### config.mk
export PLATFORM = sky130hd
export DESIGN_NAME = mux_scan_ctrl
export DESIGN_NICKNAME = d
export VERILOG_FILES = /design/src/rtl/mux_scan_ctrl.sv
export SDC_FILE = /design/constraint.sdc
export NUM_CORES = 1
export LEC_CHECK = 0
export ABC_AREA = 1
export CAP_MARGIN = 25
export CORE_MARGIN = 2
export CORE_UTILIZATION = 25
export DETAILED_ROUTE_END_ITERATION = 10
export HOLD_SLACK_MARGIN = 0.02
export PLACE_DENSITY_LB_ADDON = 0.12
export SLEW_MARGIN = 30
export SYNTH_ARGS = -nofsm -noshare
export SYNTH_HDL_FRONTEND = slang
export SYNTH_SLANG_ARGS = --single-unit
export TNS_END_PERCENT = 100
### constraint.sdc
create_clock -name clk -period 1.7 [get_ports clk]
set_input_delay 0.425 -clock clk [delete_from_list [all_inputs] [get_ports clk]]
set_output_delay 0.425 -clock clk [all_outputs]
set_load 0.05 [all_outputs]
### src/rtl/mux_scan_ctrl.sv
// mux_scan_ctrl: steps a 4:1 mux select through channels 0..3, dwells SETTLE
// cycles per channel, samples Y into a 4-bit snapshot and hands it off over
// valid/ready. Optional feature: define MUX_SCAN_NOSTALL_EN for non-stalling
// continuous mode with a sticky overrun flag.
module mux_scan_ctrl #(
    parameter int unsigned SETTLE = 2
) (
    input  logic       clk,
    input  logic       rst,
    input  logic       start,
    input  logic       cont,
    output logic [1:0] S,
    input  logic       Y,
    output logic [3:0] data,
    output logic       valid,
    input  logic       ready,
    output logic       busy,
    output logic       overrun
);

    localparam int unsigned CW = 4;
    localparam logic [CW-1:0] SETTLE_V = CW'(SETTLE);

    localparam logic [1:0] ST_IDLE  = 2'd0;
    localparam logic [1:0] ST_DWELL = 2'd1;
    localparam logic [1:0] ST_HOLD  = 2'd2;

    logic [1:0]    state_q, state_d;
    logic [1:0]    s_q, s_d;
    logic [CW-1:0] cnt_q, cnt_d;
    logic [3:0]    shadow_q, shadow_d;
    logic [3:0]    data_q, data_d;
    logic          valid_q, valid_d;
    logic          busy_q, busy_d;
`ifdef MUX_SCAN_NOSTALL_EN
    logic          over_q, over_d;
`endif

    // Next-state and output logic for the scan sequencer
    always_comb begin
        state_d  = state_q;
        s_d      = s_q;
        cnt_d    = cnt_q;
        shadow_d = shadow_q;
        data_d   = data_q;
        valid_d  = valid_q & ~ready;
`ifdef MUX_SCAN_NOSTALL_EN
        over_d   = over_q;
`endif
        case (state_q)
            ST_IDLE: begin
                s_d = 2'd0;
                if (start || cont) begin
                    state_d = ST_DWELL;
                    cnt_d   = SETTLE_V;
                end
            end
            ST_DWELL: begin
                if (cnt_q != '0) begin
                    cnt_d = cnt_q - CW'(1);
                end else begin
                    shadow_d[s_q] = Y;
                    if (s_q != 2'd3) begin
                        s_d   = s_q + 2'd1;
                        cnt_d = SETTLE_V;
                    end else begin
                        data_d  = {Y, shadow_q[2:0]};
                        valid_d = 1'b1;
`ifdef MUX_SCAN_NOSTALL_EN
                        // An unaccepted snapshot is being replaced
                        if (valid_q && !ready) over_d = 1'b1;
                        if (cont) begin
                            s_d   = 2'd0;
                            cnt_d = SETTLE_V;
                        end else begin
                            state_d = ST_HOLD;
                        end
`else
                        state_d = ST_HOLD;
`endif
                    end
                end
            end
            ST_HOLD: begin
                s_d = 2'd3;
                if (valid_q && ready) begin
                    s_d = 2'd0;
                    if (cont) begin
                        state_d = ST_DWELL;
                        cnt_d   = SETTLE_V;
                    end else begin
                        state_d = ST_IDLE;
                    end
                end
            end
            default: begin
                state_d = ST_IDLE;
                s_d     = 2'd0;
            end
        endcase
        busy_d = (state_d != ST_IDLE);
    end

    // State and output registers with synchronous reset
    always_ff @(posedge clk) begin
        if (rst) begin
            state_q  <= ST_IDLE;
            s_q      <= 2'd0;
            cnt_q    <= '0;
            shadow_q <= 4'd0;
            data_q   <= 4'd0;
            valid_q  <= 1'b0;
            busy_q   <= 1'b0;
`ifdef MUX_SCAN_NOSTALL_EN
            over_q   <= 1'b0;
`endif
        end else begin
            state_q  <= state_d;
            s_q      <= s_d;
            cnt_q    <= cnt_d;
            shadow_q <= shadow_d;
            data_q   <= data_d;
            valid_q  <= valid_d;
            busy_q   <= busy_d;
`ifdef MUX_SCAN_NOSTALL_EN
            over_q   <= over_d;
`endif
        end
    end

    assign S     = s_q;
    assign data  = data_q;
    assign valid = valid_q;
    assign busy  = busy_q;
`ifdef MUX_SCAN_NOSTALL_EN
    assign overrun = over_q;
`else
    assign overrun = 1'b0;
`endif

endmodule
==> metrics <==
CP Depth 8; Post-Syn Nets 150; Post-DRT Antenna Nets 0; TritonCTS Buffers 3; core area roughly 0.0037 mm^2; total grt overflow 0; Area Growth Syn to Fin 27.5%; Top Ports 15; Worst Setup End Kind register; sw power between 200 and 300 uW; setup violators final 0; first-pass iteration count of the detailed router 3; pwr dens between 700 and 800 mW/mm^2; CTS Sinks 17; Final Non-Filler Cells 201; Clock power frac a little over a third; design area between 0.001 and 0.0015 mm^2; fmax roughly 670 MHz; Longest Clk Path Bufs 2; post-synthesis sequential area ratio between 30% and 40%; Comb power frac 18.7%; H-tree depth 1; Critical Path, Cell by Cell inv_1, ha_1, nand2_1, nand2_1, inv_1, nand3_1, a21oi_1, nor2_1; Die ar. ~0.0044 mm^2; reg2reg setup slack roughly 0.22 ns; first-pass GRT wire length between 3000 and 4000 um; Worst EP required approximately 1.9 ns; Largest stage delay, worst path between 0.3 and 0.4 ns; vias in the first global route 839; max-slew violations 0; DRT iter0 DRCs 13; Starting Density 26.2%; crit start category register; Util after Layout 33.3%; Final Cycle Share between 80% and 90%; Reg2Reg Depth 8; Hold Buf Count CTS 0; sw frac roughly 31%; Cell variety after synth 18; worst hold path class reg -> reg; TritonCTS clock tree yes; FF+latch count, synth 17; Lkg Pwr ~0.53 nW; via count between 800 and 900; Routability Congestion 0.844; WP data arrival around 1.6 ns; unrepaired setup endpoints after global routing no; Top delay family on crit path simple AND/OR/NAND/NOR gates; number of inserted diodes 0; Warnings, synthesis 0; worst r2r src state_q[0]$_SDFF_PP0_; Setup TNS Final 0 ns; # Max-Cap Violations 0; Root Buffer clkbuf_8; vias per cell about 4.2; dpl hpwl 1620 um; GR Util All Layers 10.7%; drt wl/cell 9.96 um; WL final 2000 um; cell internal pwr 644 uW; sequential power share a little under half; final worst slack about 0.22 ns; Synth Area per Inst 7.20 um^2; Hold Path End data[2]$_SDFFE_PP0P_; Power Total roughly 900 uW; initial antenna violation count 0; Crit Path Max Fanout 4; clock skew between 0.003 and 0.004 ns; CP max stage cell dfxtp_1; worst-skew pair later-pin latency between 0.2 and 0.3 ns; Max VDD drop around 0.27 mV; hold_sp shadow_q[2]$_SDFFE_PP0P_; die height between 60 and 70 um; Reg clk slew, reported paths ~0.080 ns; Crit Path Class reg -> reg; crit path from state_q[0]$_SDFF_PP0_; Tmin final roughly 1.5 ns; worst hold path cell count 2; DP Area 0.00118 mm^2; Netlist Area Pre-Place a little under 0.001 mm^2; nets@finish 170; Hold Slack about 0.46 ns; status finished clean; R2R Path End cnt_q[0]$_SDFFE_PP0P_; synthesized instance count about 130; Buf+Inv Stages, Crit Path 2; share of cells above drive strength 1 about 18%; largest net degree at the start of global routing 12; Die W about 66 um; Remaining DRCs 0; pre-CTS setup slack -0.0536 ns; Core Rows 22; Hold Fails Final Rpt 0; number of port buffers 13; Placed Instances ~200
area by class of cell:
class | instances | area (um^2)
Sequential cell | 17 | 340
Timing Repair Buffer | 17 | 165
Tap cell | 48 | 60.1
Clock buffer | 3 | 41.3
Fill cell | 417 | 2460
Clock inverter | 1 | 7.51
Multi-Input combinational cell | 98 | 552
Inverter | 17 | 63.8
repair_timing:
action	in CTS	in global routing
setup endpoints to repair	0	2
setup buffers	0	0
gates resized for setup	0	1
synthesized netlist by cell type, drive strengths merged:
cell type,n,share of area (%)
a21oi,14,8.0
clkbuf,1,0.39
nor2,15,8.2
nand2,37,15
o21ai,7,3.6
o211ai,1,0.78
ha,10,13
conb,1,0.39
nand3,13,8.0
buf,1,0.78
inv,17,6.6
dfxtp,17,35
cell families after synthesis:
group / Yosys count / synth area share, %
and+or+nand+nor: 65 / 31.1
adders and majority gates: 10 / 13.0
other: 1 / 0.389
buffers and inverters: 19 / 7.78
DFF: 17 / 35.3
AOI/OAI and AO/OA: 22 / 12.5
power by group through the flow:
stage | Combinational [mW] | Clock, mW | Sequential [mW]
after floorplan | 0.115 | 0 | 0.446
after global placement | 0.174 | 0 | 0.435
after detailed placement | 0.176 | 0 | 0.436
after CTS | 0.176 | 0.335 | 0.426
after global routing | 0.198 | 0.346 | 0.428
final | 0.174 | 0.328 | 0.426
routing by layer:
metal  wire length (um)  GRT usage [%]
met1                938           12.2
met3                 57           2.04
met5                  0              0
met2                953           18.4
met4                 51           6.12
worst register-to-register path, delay by kind of cell (launching register included):
family	cells	cell delay [ns]
flip-flops	1	0.39
AO/OA/AOI/OAI	1	0.15
adder cells (fa/ha/maj)	1	0.24
AND/OR/NAND/NOR	4	0.41
buffers and inverters	2	0.19
flip-flops by register name, indices dropped and copies added, names as in the netlist:
name	count
busy	1
cnt_q	4
state_q	2
shadow_q	3
valid	1
data	4
S	2
cells in the final DEF (no fill, tap or decap):
cell type	n
inv_2	2
inv_1	15
clkbuf_8	3
a21oi_1	12
dfxtp_1	17
nand3_1	12
nand2_1	35
ha_1	9
nor2_1	12
o21ai_0	5
buf_4	10
clkdlybuf4s50_1	5
nor2_4	3
nand2_2	2
ha_2	1
o211ai_1	1
nand3_4	1
clkinvlp_4	1
buf_12	2
o21ai_1	2
a21oi_2	2
conb_1	1
how the worst max path moves through the flow:
stage	to
2_1_floorplan	cnt_q[0]$_SDFFE_PP0P_
3_3_place_gp	cnt_q[0]$_SDFFE_PP0P_
3_5_place_dp	cnt_q[0]$_SDFFE_PP0P_
4_1_cts	cnt_q[1]$_SDFFE_PP0P_
5_1_grt	cnt_q[2]$_SDFFE_PP0P_
6_report	cnt_q[0]$_SDFFE_PP0P_
(Power assumes the default switching activity.)
